File: src/rtl/ternary_popcount_accum_if.sv
// Beat-in / result-out bundle for ternary_popcount_accum.
// master = input sequencer + downstream layer, slave = the accumulator.
interface ternary_popcount_accum_if #(
  parameter int IN_WIDTH  = 19,
  parameter int MAX_BEATS = 4
);
  localparam int CNT_W = $clog2(IN_WIDTH + 1);
  localparam int ACC_W = CNT_W + $clog2(MAX_BEATS) + 1;

  logic                    in_valid;
  logic                    in_ready;
  logic [IN_WIDTH-1:0]     in_pos;
  logic [IN_WIDTH-1:0]     in_neg;
  logic                    in_last;
  logic signed [ACC_W-1:0] thr_hi;
  logic signed [ACC_W-1:0] thr_lo;
  logic                    out_valid;
  logic                    out_ready;
  logic signed [ACC_W-1:0] out_sum;
  logic [1:0]              out_act;
  logic                    out_ovf;

  modport master (
    output in_valid, in_pos, in_neg, in_last, thr_hi, thr_lo, out_ready,
    input  in_ready, out_valid, out_sum, out_act, out_ovf
  );

  modport slave (
    input  in_valid, in_pos, in_neg, in_last, thr_hi, thr_lo, out_ready,
    output in_ready, out_valid, out_sum, out_act, out_ovf
  );
endinterface

File: src/rtl/ternary_popcount_accum.sv
// Multi-beat ternary neuron: accumulates popcount(pos)-popcount(neg) per beat,
// then applies a two-threshold ternary activation on a registered valid/ready output.
module ternary_popcount_accum #(
  parameter int IN_WIDTH   = 19,
  parameter int MAX_BEATS  = 4,
  parameter int TRUNC_LSBS = 0
) (
  input  logic                      clk,
  input  logic                      rst_n,
  ternary_popcount_accum_if.slave   bus
);
  localparam int CNT_W  = $clog2(IN_WIDTH + 1);
  localparam int ACC_W  = CNT_W + $clog2(MAX_BEATS) + 1;
  localparam int BCNT_W = $clog2(MAX_BEATS + 1);

  typedef enum logic [1:0] {S_IDLE, S_ACCUM, S_DONE} state_t;

  state_t                  r_state;
  logic                    r_in_ready;
  logic signed [ACC_W-1:0] r_acc;
  logic [BCNT_W-1:0]       r_bcnt;
  logic                    r_ovf;
  logic                    r_out_valid;
  logic signed [ACC_W-1:0] r_out_sum;
  logic [1:0]              r_out_act;
  logic                    r_out_ovf;

  logic [CNT_W-1:0]        w_pc_p_raw;
  logic [CNT_W-1:0]        w_pc_n_raw;
  logic [CNT_W-1:0]        w_pc_p;
  logic [CNT_W-1:0]        w_pc_n;
  logic signed [ACC_W-1:0] w_term;
  logic                    w_room;
  logic signed [ACC_W-1:0] w_acc_next;
  logic [BCNT_W-1:0]       w_bcnt_next;
  logic                    w_ovf_next;
  logic [1:0]              w_act;
  logic                    w_in_hs;

  always_comb begin
    w_pc_p_raw = '0;
    w_pc_n_raw = '0;
    for (int unsigned i = 0; i < IN_WIDTH; i++) begin
      w_pc_p_raw = w_pc_p_raw + CNT_W'(bus.in_pos[i]);
      w_pc_n_raw = w_pc_n_raw + CNT_W'(bus.in_neg[i]);
    end
  end

  // Approximation: drop the low TRUNC_LSBS bits of each count independently.
  assign w_pc_p = (w_pc_p_raw >> TRUNC_LSBS) << TRUNC_LSBS;
  assign w_pc_n = (w_pc_n_raw >> TRUNC_LSBS) << TRUNC_LSBS;
  assign w_term = ACC_W'(w_pc_p) - ACC_W'(w_pc_n);

  assign w_in_hs     = bus.in_valid & r_in_ready;
  assign w_room      = (r_bcnt < BCNT_W'(MAX_BEATS));
  assign w_acc_next  = w_room ? (r_acc + w_term) : r_acc;
  assign w_bcnt_next = w_room ? (r_bcnt + BCNT_W'(1)) : r_bcnt;
  assign w_ovf_next  = r_ovf | ~w_room;

  // +1 is tested first so it wins when thr_lo >= thr_hi.
  always_comb begin
    w_act = 2'b00;
    if (w_acc_next >= bus.thr_hi)      w_act = 2'b01;
    else if (w_acc_next <= bus.thr_lo) w_act = 2'b11;
  end

  always_ff @(posedge clk or negedge rst_n) begin
    if (!rst_n) begin
      r_state     <= S_IDLE;
      r_in_ready  <= 1'b0;
      r_acc       <= '0;
      r_bcnt      <= '0;
      r_ovf       <= 1'b0;
      r_out_valid <= 1'b0;
      r_out_sum   <= '0;
      r_out_act   <= 2'b00;
      r_out_ovf   <= 1'b0;
    end else begin
      case (r_state)
        S_IDLE, S_ACCUM: begin
          r_in_ready <= 1'b1;
          if (w_in_hs) begin
            r_acc  <= w_acc_next;
            r_bcnt <= w_bcnt_next;
            r_ovf  <= w_ovf_next;
            if (bus.in_last) begin
              r_state     <= S_DONE;
              r_in_ready  <= 1'b0;
              r_out_valid <= 1'b1;
              r_out_sum   <= w_acc_next;
              r_out_act   <= w_act;
              r_out_ovf   <= w_ovf_next;
            end else begin
              r_state <= S_ACCUM;
            end
          end
        end
        S_DONE: begin
          if (bus.out_ready) begin
            r_state     <= S_IDLE;
            r_in_ready  <= 1'b1;
            r_out_valid <= 1'b0;
            r_acc       <= '0;
            r_bcnt      <= '0;
            r_ovf       <= 1'b0;
          end
        end
        default: begin
          r_state    <= S_IDLE;
          r_in_ready <= 1'b0;
        end
      endcase
    end
  end

  assign bus.in_ready  = r_in_ready;
  assign bus.out_valid = r_out_valid;
  assign bus.out_sum   = r_out_sum;
  assign bus.out_act   = r_out_act;
  assign bus.out_ovf   = r_out_ovf;
endmodule

File: src/flat_wrapper.sv
// flat-port wrapper written by rule: the top's interface ports become plain ports
module ternary_popcount_accum_flat 
#(
  parameter int IN_WIDTH   = 19,
  parameter int MAX_BEATS  = 4,
  parameter int TRUNC_LSBS = 0
)
  (clk, rst_n, bus_in_valid, bus_in_pos, bus_in_neg, bus_in_last, bus_thr_hi, bus_thr_lo, bus_out_ready, bus_in_ready, bus_out_valid, bus_out_sum, bus_out_act, bus_out_ovf);
  ternary_popcount_accum_if #(.IN_WIDTH(IN_WIDTH), .MAX_BEATS(MAX_BEATS)) bus_i ();
  input  logic clk;
  input  logic rst_n;
  input wire logic [$bits(bus_i.in_valid)-1:0] bus_in_valid;
  input wire logic [$bits(bus_i.in_pos)-1:0] bus_in_pos;
  input wire logic [$bits(bus_i.in_neg)-1:0] bus_in_neg;
  input wire logic [$bits(bus_i.in_last)-1:0] bus_in_last;
  input wire logic [$bits(bus_i.thr_hi)-1:0] bus_thr_hi;
  input wire logic [$bits(bus_i.thr_lo)-1:0] bus_thr_lo;
  input wire logic [$bits(bus_i.out_ready)-1:0] bus_out_ready;
  output wire logic [$bits(bus_i.in_ready)-1:0] bus_in_ready;
  output wire logic [$bits(bus_i.out_valid)-1:0] bus_out_valid;
  output wire logic [$bits(bus_i.out_sum)-1:0] bus_out_sum;
  output wire logic [$bits(bus_i.out_act)-1:0] bus_out_act;
  output wire logic [$bits(bus_i.out_ovf)-1:0] bus_out_ovf;
  assign bus_i.in_valid = bus_in_valid;
  assign bus_i.in_pos = bus_in_pos;
  assign bus_i.in_neg = bus_in_neg;
  assign bus_i.in_last = bus_in_last;
  assign bus_i.thr_hi = bus_thr_hi;
  assign bus_i.thr_lo = bus_thr_lo;
  assign bus_i.out_ready = bus_out_ready;
  assign bus_in_ready = bus_i.in_ready;
  assign bus_out_valid = bus_i.out_valid;
  assign bus_out_sum = bus_i.out_sum;
  assign bus_out_act = bus_i.out_act;
  assign bus_out_ovf = bus_i.out_ovf;
  ternary_popcount_accum #(.IN_WIDTH(IN_WIDTH), .MAX_BEATS(MAX_BEATS), .TRUNC_LSBS(TRUNC_LSBS)) u_core (.clk(clk), .rst_n(rst_n), .bus(bus_i));
endmodule
File: config.mk
export PLATFORM = sky130hd
export DESIGN_NAME = ternary_popcount_accum_flat
export DESIGN_NICKNAME = d
export VERILOG_FILES = /design/src/rtl/ternary_popcount_accum_if.sv /design/src/rtl/ternary_popcount_accum.sv /design/src/flat_wrapper.sv
export SDC_FILE = /design/constraint.sdc
export NUM_CORES = 1
export LEC_CHECK = 0
export ABC_AREA = 1
export BUFFER_PORTS_ARGS = -buffer_cell sky130_fd_sc_hd__buf_2
export CORE_UTILIZATION = 38
export DETAILED_ROUTE_END_ITERATION = 16
export PLACE_DENSITY = 0.6
export SLEW_MARGIN = 20
export SYNTH_ARGS = -nofsm -noshare
export SYNTH_HDL_FRONTEND = slang
export SYNTH_SLANG_ARGS = --single-unit
File: constraint.sdc
create_clock -name clk -period 6 [get_ports clk]
set_clock_uncertainty 0.2 [all_clocks]
set_input_delay 0.6 -clock clk [delete_from_list [all_inputs] [get_ports clk]]
set_output_delay 0.6 -clock clk [all_outputs]
set_load 0.005 [all_outputs]
==> results by group <==
Outcome
  – Outcome: complete, but fails checks
  – Failing checks: negative setup slack

Finish
  – Register area: 676 um2
  – Most common cell after layout, fill and taps aside: inv_1
  – Post-route cell area: 4430 um2
  – FILL cells: 745
  – Nets: 639
  – Layout area overhead: 41.2%
  – Number of diodes: 0
  – Most frequent cells in the layout: 92 x inv_1, 69 x nand2_1, 67 x buf_2
  – Multi-input gate area: 2570 um2
  – Fraction of layout cells with a size suffix above 1: 0.383

Drt
  – Wirelength per Cell: 12.3 um
  – Routed WL: 7450 um
  – Routed Antenna Nets: 0
  – Initial drt markers: 93
  – Routed vias: 2843
  – DRC violations left: 0
  – Post-DR vias/cell: 4.68
  – Pre-antenna DRT Iters: 4

Critical path
  – Worst EP required: 6.02 ns
  – Crit path capture type: flip-flop
  – Max FO, Critical Path: 5
  – Max incr delay on CP: 0.52 ns
  – Crit path DAT: 6.84 ns
  – Most used cell, CP: fa_1
  – Worst reg-to-reg path cell count: 19
  – CP bufs+invs: 4
  – CP max stage cell: fa_1
  – Delay-heaviest family, CP: adder cells
  – Startpoint types: input port
  – Crit path kind: input port to flip-flop
  – Stages on worst setup path: 33

Global route
  – First-pass GRT wire length: 12400 um
  – Vias in the first global route: 2955
  – Largest net degree at the start of global routing: 28
  – Global-route usage over all layers: 0.175
  – Total grt overflow: 0
  – Initial antenna violation count: 0

Yosys
  – Distinct cells, synth: 32
  – Mapped Area: 3140 um2
  – Avg Synthesized Cell Area: 7.81 um2
  – Most used DFF post-synth: dfrtp_1
  – Post-synthesis register bit count: 27
  – Yosys Warn Count: 0
  – Syn Nets: 534
  – Post-Synthesis Cells: 402
  – Post-synth ARST share: 1.00
  – Post-synth EDFFs: 0
  – Seq/Total Area, Yosys: 0.215

Floorplanning
  – Die Y: 92.9 um
  – FP Rows: 32
  – Die area: 8630 um2
  – Number of I/O pins: 72
  – Die X-Extent: 92.9 um
  – Initial Utilization: 0.400
  – Core Region: 7850 um2

STA
  – Hold Vio Cnt, Final: 0
  – Worst slew pin tran: 0.629 ns
  – Final WS setup: -0.822 ns
  – Tmin final: 6.82 ns
  – Worst slew margin: 0.580
  – Final setup violation count: 7
  – Achievable Freq: 147 MHz
  – Max Slew Vio Count: 0
  – Final Cycle Share: 1.14
  – Unrepaired setup endpoints after global routing: yes

CTS
  – Clock Latency Late Sink: 0.28 ns
  – Clock Tree Buf Depth: 2
  – CTS tree: done
  – Number of CTS-inserted buffers: 3
  – H-tree depth: 1
  – Clk sink count: 27
  – Worst-path clk slew: 0.10 ns
  – Clk root buf: clkbuf_8
  – Hold Buf Count CTS: 0

Place
  – HPWL after detailed placement: 5780 um
  – GPL Wtd Cong: 0.842
  – Setup WS pre-CTS: -1.24 ns
  – Placed Area: 3860 um2
  – # port buffers: 71

Min path
  – Min-delay worst type: input port to async pin

Run
  – Max-cap violation count: 0
## sequential cells by signal (all words and copies together), names as in the netlist, 2 cells and up
signal,cells
u_core.bus.out_act,2
u_core.bus.out_sum,8
u_core.r_bcnt,3
u_core.r_state,2
u_core.r_acc,8
## logic make-up (layout without fill, tap and decap cells)
group / count (synthesis) / after routing / synth area share
compound gates: 58 / 58 / 0.106
xor+xnor: 8 / 8 / 0.0223
fa+ha+maj: 73 / 73 / 0.353
buf+inv: 103 / 207 / 0.124
flops: 27 / 27 / 0.215
simple gates: 133 / 133 / 0.179
## layout make-up
class                   count  share of cell area
clock inverters             1             0.00169
repair buffers            103               0.144
clock buffers               3             0.00931
well taps                 102              0.0288
flip-flops and latches     27               0.152
inverters                 100              0.0847
multi-input cells         272               0.579
## what timing repair did
item                                    CTS  global route
resized for setup                        34            60
pin swaps                                19            19
endpoints found under the setup margin    9            14
setup buffers                             1             5
## per-stage QoR
step                      TNS [ns]  hold slack, ns  utilization  std cells
after floorplan              -1.29           0.104            -        402
after global placement       -5.41           0.251        0.492        598
after detailed placement     -5.62           0.259        0.492        598
after CTS                    -1.88           0.156        0.517        603
after global routing         -4.09           0.173        0.565        608
final                        -2.15           0.124        0.565        608
## per-layer routing
layer | up-vias | global-route usage | routed length, um
met1 | 1310 | 0.213 | 3190
li1 | 1465 | - | -
met5 | - | 0 | 0
met2 | 60 | 0.339 | 3950
met4 | 0 | 0.0372 | 86
met3 | 8 | 0.00739 | 220
## path summary, 6_finish.rpt
path	start	end	slack, ns
setup / recovery	bus_in_neg[1]	u_core.bus.out_act[1]	-0.82
hold / removal	rst_n	u_core.bus.out_valid	0.12
setup reg to reg	u_core.r_acc[0]	u_core.bus.out_act[1]	3.03
hold reg to reg	u_core.bus.out_sum[7]	u_core.bus.out_sum[7]	0.28
max in group asynchronous	rst_n	u_core.r_acc[5]	5.06
min in group clk	u_core.bus.out_sum[7]	u_core.bus.out_sum[7]	0.28
## synthesized netlist by cell type, types with 3 or more instances
library cell,count,area share
inv_2,3,0.0036
o21a_1,3,0.0072
nand2_2,3,0.0060
nand3_1,17,0.027
nand2_1,90,0.11
fa_1,26,0.17
o21ai_1,5,0.0080
a21oi_1,22,0.035
ha_1,47,0.19
xor2_1,3,0.0084
buf_2,3,0.0048
xnor2_1,5,0.014
o21ai_0,14,0.022
nand4_1,4,0.0080
nor2_1,12,0.014
a31oi_1,3,0.0060
inv_1,97,0.12
dfrtp_1,27,0.22
Power is left out: the tool's default activity adds up to more than one toggle a clock period on the data nets, which glitch-free logic cannot reach.
